`config.mk`:
```
export PLATFORM = sky130hd
export DESIGN_NAME = irq_pending_arbiter
export DESIGN_NICKNAME = d
export VERILOG_FILES = /design/src/rtl/irq_pending_arbiter.sv
export SDC_FILE = /design/constraint.sdc
export NUM_CORES = 1
export LEC_CHECK = 0
export ABC_AREA = 0
export BUFFER_PORTS_ARGS = -buffer_cell sky130_fd_sc_hd__buf_2
export CORE_MARGIN = 5
export CORE_UTILIZATION = 50
export CTS_CLUSTER_SIZE = 12
export DETAILED_ROUTE_END_ITERATION = 10
export PLACE_DENSITY = 0.76
export SLEW_MARGIN = 20
export SYNTH_ARGS = -nofsm -noshare
export SYNTH_HDL_FRONTEND = slang
export SYNTH_SLANG_ARGS = --single-unit
export TNS_END_PERCENT = 5
```
`constraint.sdc`:
```
create_clock -name clk -period 1.6 [get_ports clk]
set_input_delay 0.08 -clock clk [delete_from_list [all_inputs] [get_ports clk]]
set_output_delay 0.08 -clock clk [all_outputs]
set_load 0.005 [all_outputs]
```
`src/rtl/irq_pending_arbiter.sv`:
```
// irq_pending_arbiter: latches rising-edge requests into sticky pending bits and grants the highest pending index over valid/ready.
// Ports: clk, rst (async active-low), req_in[N], clear (sync flush), out_id/out_valid/out_ready (grant stream),
//        pending[N] (status), dropped (edge on an already-pending line), mask[N] only when IRQ_MASK_EN is defined.
module irq_pending_arbiter #(
  parameter int NUM_INPUTS = 8,
  localparam int IW = $clog2(NUM_INPUTS)
) (
  input  logic                  clk,
  input  logic                  rst,
  input  logic [NUM_INPUTS-1:0] req_in,
  input  logic                  clear,
`ifdef IRQ_MASK_EN
  input  logic [NUM_INPUTS-1:0] mask,
`endif
  output logic [IW-1:0]         out_id,
  output logic                  out_valid,
  input  logic                  out_ready,
  output logic [NUM_INPUTS-1:0] pending,
  output logic                  dropped
);
  typedef enum logic {IDLE, HOLD} state_t;
  state_t state_q, state_d;
  logic [NUM_INPUTS-1:0] req_q, req_d, pend_q, pend_d, rise, served, elig;
  logic [IW-1:0] id_q, id_d, sel;
  logic drop_q, drop_d, armed_q, armed_d, hs;
  always_comb begin
    // Lines already high when reset releases are not treated as fresh edges.
    rise = armed_q ? req_in & ~req_q : '0;
    hs = (state_q == HOLD) && out_ready;
    served = '0;
    served[id_q] = hs;
`ifdef IRQ_MASK_EN
    elig = pend_q & ~mask;
`else
    elig = pend_q;
`endif
    sel = '0;
    for (int i = 0; i < NUM_INPUTS; i++) if (elig[i]) sel = IW'(i);
    req_d = req_in;
    armed_d = 1'b1;
    pend_d = rise | (clear ? '0 : pend_q & ~served);
    drop_d = |(rise & pend_q & ~served) && !clear;
    state_d = state_q;
    id_d = id_q;
    if (state_q == IDLE) begin
      if (!clear && |elig) begin
        state_d = HOLD;
        id_d = sel;
      end
    end else if (clear || hs) state_d = IDLE;
  end
  always_ff @(posedge clk or negedge rst)
    if (!rst) begin
      state_q <= IDLE;
      req_q <= '0;
      pend_q <= '0;
      id_q <= '0;
      drop_q <= 1'b0;
      armed_q <= 1'b0;
    end else begin
      state_q <= state_d;
      req_q <= req_d;
      pend_q <= pend_d;
      id_q <= id_d;
      drop_q <= drop_d;
      armed_q <= armed_d;
    end
  assign out_id = id_q;
  assign out_valid = (state_q == HOLD);
  assign pending = pend_q;
  assign dropped = drop_q;
endmodule

```
-- Word level (Yosys, flattened, before mapping)
Cells that the tools add are included.
Widths: inputs -> output; s select.
- register bits after elaboration: 22
- latch bits: 0
- RAM bits: 0
- memory bits (read-only): 0
- input port bits: 12
- output and inout port bits: 13
- word-level logic and storage cells: 40
- memories kept: 0
- add/subtract/negate cells: 0
- multiply operators: 0
- divide/modulo/power cells: 0
- order comparisons: 2
- equal/unequal tests: 0
- shift operators: 0
- mux-type cells: 14
- bitwise logic cells: 9
- reductions and logical operators: 9
- operators by type and width (operator ; number):
    $and 8x8->8 ; 5
    $mux 8 ; 2
    $not 8->8 ; 2
    $reduce_or 8->1 ; 2
    $mux 3 ; 4
    $or 8x8->8 ; 1
    $mux 1 ; 5
    $logic_and 1x1->1 ; 4
    $lt 3x4->1 const B ; 1
    $mux 2 ; 2
    $demux 1 s3 ; 1
    $ge 3x1->1 const B ; 1
    $reduce_and 2->1 ; 1
    $logic_not 1->1 ; 1
    $logic_or 1x1->1 ; 1
    $not 1->1 ; 1

-- Longest topological paths before layout
Gate-level depths: netlist (run 1).
- depth in word-level cells: 9
- mapped depth: 5
- mapped depth without buffers: 4

-- Least setup slack after synthesis (run 1)
OpenSTA, ideal clock, no wires.
- kind: register -> register
- from: reg id_q[2] (netlist: out_id[2])
- to: reg drop_q (netlist: dropped)
- library setup time: 0.140 ns
- arrival: 1.168 ns
- required time: 1.460 ns
- path slack: 0.292 ns
- cell stages (with the launch flop): 5
- path buffers: 0
- period minus slack after synthesis: 1.308 ns
- cells stage by stage: dfrtp_1 -> nand3b_2 -> o31ai_1 -> o2111a_1 -> a41oi_2
- word-level cells in the longest chain between the ends: 9
- elaborated cells on any way between the ends: 10
- those cells by class: 2 x order compare; 2 x mux; 3 x bitwise; 3 x reduce/logical
- RTL lines (what ; RTL line ; source):
    from (decl) ; 24 ; logic [IW-1:0] id_q, id_d, sel;
    from (signal assigned) ; 64 ; id_q <= id_d;
    $lt 3x4->1 (not written as such) or $ge 3x1->1 (tied branches) ; 31 ; served[id_q] = hs;
    $logic_and 1x1->1 (not written as such) ; 31 ;
    $mux 1 (not written as such) ; 31 ;
    $demux 1 s3 * ; 31 ;
    $and 8x8->8 (no line) * ; - ;
    $not 8->8 * ; 42 ; drop_d = |(rise & pend_q & ~served) && !clear;
    $and 8x8->8 * ; 42 ;
    $reduce_or 8->1 * ; 42 ;
    $logic_and 1x1->1 * ; 42 ;
    via drop_d ; 25 ; logic drop_q, drop_d, armed_q, armed_d, hs;
    to (signal assigned) ; 65 ; drop_q <= drop_d;
    to (decl) ; 25 ;
The timed path passes the listed nets; every way through them passes the cells marked *.
A chain may end at the register's enable or synchronous reset.

-- Worst setup path after layout (run 1)
Same ends and word-level chain as after synthesis.

==> results of run 1 <==
-- stage by stage --
stage / hold slack, ns / std cells / instance area [um2] / utilization / setup TNS, ns
global route: 0.1123 / 159 / 1304 / 0.6784 / -0.2224
floorplan: -0.2156 / 94 / 985.9 / - / 0
CTS: 0.09762 / 159 / 1299 / 0.6758 / 0
global placement: 0.06589 / 145 / 1146 / 0.5964 / 0
detailed placement: 0.06585 / 145 / 1146 / 0.5964 / 0
finish: 0.1016 / 159 / 1304 / 0.6784 / 0
-- repair_timing --
| item | CTS | global route |
|---|---|---|
| gates resized for setup | 0 | 1 |
| endpoints found under the hold margin | 31 | 0 |
| hold buffers | 10 | 0 |
| setup endpoints to repair | 0 | 1 |
-- logic make-up (layout without fill, tap and decap cells) --
family,after synthesis,in the layout,share of synthesized area
DFF,22,22,0.5584
buffers and inverters,4,42,0.01649
AOI/OAI and AO/OA,30,30,0.1980
and+or+nand+nor,37,37,0.2234
other,1,1,0.003803
-- per-layer routing --
metal	vias up	track usage	routed length [um]
met5	-	0	0
met2	53	0.3287	1275
met1	440	0.2696	1102
met3	4	0.02725	173
met4	0	0.08299	36
li1	422	-	-
-- registers in the layout, indices dropped and copies added, names as in the netlist --
name,cells
armed_q,1
dropped,1
out_id,3
out_valid,1
pending,8
req_q,8
-- critical path, stage by stage, from the launching register on --
cell and delay, ns:
dfrtp_1 0.46, nand3b_2 0.31, o31ai_2 0.24, o2111a_1 0.25
a41oi_2 0.11
-- worst max-delay path by stage --
stage                     startpoint   endpoint  slack [ns]  depth (start not counted)
after floorplan            out_id[2]    dropped        0.29                          4
after global placement     out_id[2]    dropped        0.11                          4
after detailed placement   out_id[2]    dropped        0.12                          4
after CTS                  out_id[2]    dropped         0.1                          4
after global routing      pending[3]  out_id[1]       -0.09                          4
final                      out_id[2]    dropped        0.12                          4
-- synth_stat cells, types with 2 or more instances --
| master | number |
|---|---|
| dfrtp_1 | 22 |
| nand2_1 | 10 |
| o21ai_0 | 9 |
| nor2_1 | 7 |
| nand3b_1 | 5 |
| o22ai_1 | 5 |
| a21oi_1 | 3 |
| a31oi_1 | 3 |
| and4b_1 | 3 |
| o21ai_1 | 3 |
| inv_1 | 2 |
| nand2b_1 | 2 |
| nand3_1 | 2 |
| o31ai_1 | 2 |
-- power breakdown --
group / internal, mW / total [mW] / switching [mW]
Sequential: 0.610 / 0.698 / 0.0883
Clock: 0.254 / 0.434 / 0.180
Combinational: 0.130 / 0.265 / 0.134
Total: 0.994 / 1.40 / 0.403
-- layout make-up --
type / count / share of cell area
clock inverters: 1 / 0.02303
flip-flops and latches: 22 / 0.4223
repair buffers: 36 / 0.1804
inverters: 2 / 0.005758
multi-input cells: 68 / 0.3253
clock buffers: 3 / 0.01727
well taps: 27 / 0.02591
==> reports/metrics.csv, run 1 <==
stage,metric,value,unit
status,status,"finished, final reports clean",
floorplanning,coreArea,1922,um2
worst_setup_path,start_kind,register,
final_layout,nets,145,
cts,htreeDepth,1,
route,drtPass1Iterations,4,
route,ant_nets,0,
timing,fin_crit,1.478,ns
route,viasPerCell,5.780,
worst_hold_path,hold_class,primary input to register,
final_layout,area_delta_synth_final,32.23,%
timing,period_share,0.9240,
synth,synthFlopType,dfrtp_1,
synth,synth_edf_count,0,
route,wire_per_inst,16.27,um
timing,worst_slack,0.1216,ns
global_routing,grt_max_degree,23,
worst_setup_path,cp.required,1.80,ns
cts,cts_setup_buffers,0,
synth,yosysTopAreaCell,dfrtp_1,
cts,clk_latency,0.32,ns
global_routing,grt_usage,0.2020,
worst_setup_path,r2r-start,out_id[2],
synth,synthArstFlopShare,1.000,
global_routing,grt_first_pass_wirelength,4264,um
power,vdd_ir_drop_max,0.6895,mV
worst_setup_path,worst-setup-path-type,register to register,
timing,report.final.slew_viol_count,0,
placement,dpl.hpwl,1685,um
floorplanning,dieWidth,54.41,um
power,p_leak,0.5896,nW
global_routing,grt_overflow,0,
route,routed_wl,2587,um
route,drc_errors,0,
cts,clock_sinks,22,
synth,ys_types,30,
final_layout,seqCellArea,550.5,um2
placement,dp_slack,0.1164,ns
route,drt_iter0_drc,33,
floorplanning,ioPinCount,25,
synth,synthTopCellsByArea,"dfrtp_1 (56%), o21ai_0 (4.6%), nand2_1 (3.8%)",
timing,finalHoldViolCount,0,
floorplanning,placementRows,16,
final_layout,num-fill-cells,164,
worst_setup_path,cp_max_fo,6,
floorplanning,fp.dieArea,2960,um2
worst_setup_path,r2r_slack,0.12,ns
worst_hold_path,holdPathEnd,dropped,
synth,ys_seq_area_frac,0.5584,
synth,syn_area_per_cell,10.49,um2
timing,fmax,676.4,MHz
synth,synth_seq_cells,22,
worst_setup_path,arrival,1.68,ns
synth,yosys_warnings,0,
global_routing,grt_pass1_vias,901,
floorplanning,die_y,54.41,um
worst_setup_path,worstReg2RegEnd,dropped,
final_layout,final_common_cell,buf_2,
worst_hold_path,whs_path_depth,2,
job,drv_cap,0,
synth,synth_fp_nets,106,
worst_hold_path,hp-start,clear,
floorplanning,initial_core_util,0.5130,
cts,cts-root-buf,clkbuf_4,
final_layout,multiInputGateArea,424.2,um2
global_routing,grt_antenna_before_repair,0,
timing,setup_viol,0,
synth,syn_inst,94,
timing,clock_skew,0.01132,ns
final_layout,drive_above_1_share,0.2727,
power,power,1.397,mW
synth,synth_top_area_frac,0.5584,
route,dr_total_vias,919,
cts,cts_made_buffers,3,
placement,gp_congestion,0.8502,
worst_setup_path,reg2regPathDepth,4,
cts,cts_max_path_buffers,2,
power,pwr_density_cell,1071,nW/um2
final_layout,diodes,0,
worst_setup_path,worstSetupEndpointType,register,
final_layout,final_cell_mix,"buf_2 (24), dfrtp_1 (22), nand2_1 (10), dlygate4sd3_1 (10), o21ai_0 (9)",
cts,path_clk_slew,0.13,ns
synth,synth_area,985.9,um2
cts,cts_tree,built,
placement,port-buffer-count,24,
No activity file was read; power rests on OpenSTA's default activity.
==> run 2: changes to the inputs <==
--- a/config.mk
+++ b/config.mk
@@ -8,10 +8,10 @@
 export ABC_AREA = 0
 export BUFFER_PORTS_ARGS = -buffer_cell sky130_fd_sc_hd__buf_2
 export CORE_MARGIN = 5
-export CORE_UTILIZATION = 50
+export CORE_UTILIZATION = 45
 export CTS_CLUSTER_SIZE = 12
 export DETAILED_ROUTE_END_ITERATION = 10
-export PLACE_DENSITY = 0.76
+export PLACE_DENSITY = 0.72
 export SLEW_MARGIN = 20
 export SYNTH_ARGS = -nofsm -noshare
 export SYNTH_HDL_FRONTEND = slang
==> constraint.sdc (replaced) <==
create_clock -name clk -period 1.2 [get_ports clk]
set_input_delay 0.06 -clock clk [delete_from_list [all_inputs] [get_ports clk]]
set_output_delay 0.06 -clock clk [all_outputs]
set_load 0.005 [all_outputs]
==> run 2 against run 1 <==
The run now ends with negative setup slack left. Maximum frequency up 11%. Clock skew fell by 0.0063 ns. Cell area grew 12%. Critical endpoint unchanged.
==> reports/metrics.csv, run 2 (synthesis gave the netlist of run 1 again) <==
stage,metric,value,unit
timing,hold_ws,0.01958,ns
route,drtPass1Iterations,4,
power,pwr_density_cell,1293,nW/um2
timing,worst_slack,-0.1260,ns
final_layout,stdcell_area,1465,um2
worst_hold_path,hp-start,out_ready,
final_layout,seqCellArea,554.3,um2
global_routing,grt_max_degree,23,
route,drc_errors,0,
cts,htreeDepth,1,
final_layout,multiInputGateArea,466.7,um2
timing,rsz0062_at_grt,true,
cts,cts_tree,built,
route,routed_wl,2703,um
floorplanning,fp.dieArea,3227,um2
cts,clk_latency,0.31,ns
final_layout,area_delta_synth_final,48.60,%
final_layout,drive_above_1_share,0.3904,
timing,period_share,1.105,
floorplanning,placementRows,17,
cts,path_clk_slew,0.12,ns
cts,cts_max_path_buffers,2,
global_routing,grt_pass1_vias,1006,
floorplanning,die_y,56.81,um
status,violations,negative setup slack,
placement,dp_slack,-0.1434,ns
worst_setup_path,r2r-start,out_id[0],
worst_setup_path,reg2regPathDepth,4,
worst_setup_path,worstReg2RegEnd,dropped,
cts,cts-root-buf,clkbuf_4,
timing,report.final.slew_viol_count,0,
worst_hold_path,holdPathEnd,out_valid,
worst_setup_path,start_kind,register,
final_layout,final_common_cell,buf_2,
floorplanning,dieWidth,56.81,um
final_layout,final_cell_mix,"buf_2 (22), dfrtp_1 (19), buf_4 (13)",
route,wire_per_inst,15.53,um
route,viasPerCell,5.609,
final_layout,diodes,0,
route,dr_total_vias,976,
floorplanning,initial_core_util,0.4589,
worst_setup_path,worst-setup-path-type,register to register,
placement,dpl_cell_area,1270,um2
worst_setup_path,cp_max_fo,6,
timing,fin_crit,1.326,ns
final_layout,nets,159,
worst_setup_path,cp.required,1.38,ns
worst_setup_path,arrival,1.51,ns
placement,dpl.hpwl,1927,um
global_routing,grt_first_pass_wirelength,4616,um
placement,gp_congestion,0.8255,
timing,fmax,754.1,MHz
final_layout,num-fill-cells,173,
timing,finalHoldViolCount,0,
job,drv_cap,0,
worst_setup_path,worstSetupEndpointType,register,
power,p_leak,0.6730,nW
route,ant_nets,0,
status,status,"finished, violations left",
timing,setup_viol,5,
worst_setup_path,r2r_slack,-0.13,ns
placement,port-buffer-count,24,
power,vdd_ir_drop_max,0.8056,mV
timing,clock_skew,0.005031,ns
floorplanning,coreArea,2148,um2
global_routing,grt_antenna_before_repair,0,
route,drt_iter0_drc,24,
floorplanning,ioPinCount,25,
cts,clock_sinks,22,
cts,cts_made_buffers,3,
global_routing,grt_usage,0.1816,
worst_hold_path,hold_class,primary input to register,
worst_hold_path,whs_path_depth,2,
global_routing,grt_overflow,0,
## run 2: cell types whose count changed in the layout (fill, tap and decap cells not counted), moves of 2 or more
cell	before	now
buf_2	24	22
buf_4	2	13
buf_6	0	6
dfrtp_1	22	19
dfrtp_2	0	3
nor4_4	0	2
o21ai_0	9	7
## run 2: what timing repair did
action,CTS,global route
hold endpoints to repair,30,0
setup buffers,2,0
hold buffers,9,0
pin swaps,2,0
gates resized for setup,7,7
setup endpoints to repair,5,9
## run 2: area by class of cell
cell class	instances	share of cell area
Timing Repair Buffer	50	0.2494
Multi-Input combinational cell	68	0.3185
Sequential cell	22	0.3783
Clock buffer	4	0.02477
Tap cell	28	0.02391
Inverter	2	0.005124
## run 2: through the flow
| stage | TNS (ns) | instances | utilization | power, mW |
|---|---|---|---|---|
| final | -0.3796 | 174 | 0.6820 | 1.894 |
| after global routing | -0.8995 | 174 | 0.6820 | 2.009 |
| after CTS | -0.3560 | 174 | 0.6692 | 1.871 |
| after detailed placement | -0.3896 | 159 | 0.5911 | 1.375 |
| after global placement | -0.2523 | 159 | 0.5911 | 1.365 |
| after floorplan | -0.03099 | 94 | - | 1.106 |
## run 2: layer usage
metal	share of wire	GRT usage	vias up
li1	-	-	449
met1	0.42	0.2403	474
met2	0.47	0.2789	44
met3	0.081	0.03908	9
met4	0.027	0.08940	0
met5	0	0	-
## run 2: critical path, stage by stage (launching register included)
cell      delay, ns
dfrtp_2        0.46
or2b_1         0.25
o21ai_2        0.15
o2111a_1       0.23
a41oi_2        0.11
## run 2: how the worst max path moves through the flow
stage                    start        end  slack (ns)
global route         out_id[0]    dropped       -0.20
floorplan            out_id[1]    dropped       -0.03
CTS                 pending[7]  out_id[1]       -0.13
global placement    pending[3]  out_id[1]        -0.1
finish               out_id[0]    dropped       -0.13
detailed placement  pending[3]  out_id[1]       -0.14
## run 2: power breakdown
part,internal [mW],leakage (nW),switching (mW)
clock,0.185,0.0210,0.225
combinational,0.321,0.388,0.254
sequential,0.817,0.264,0.0925
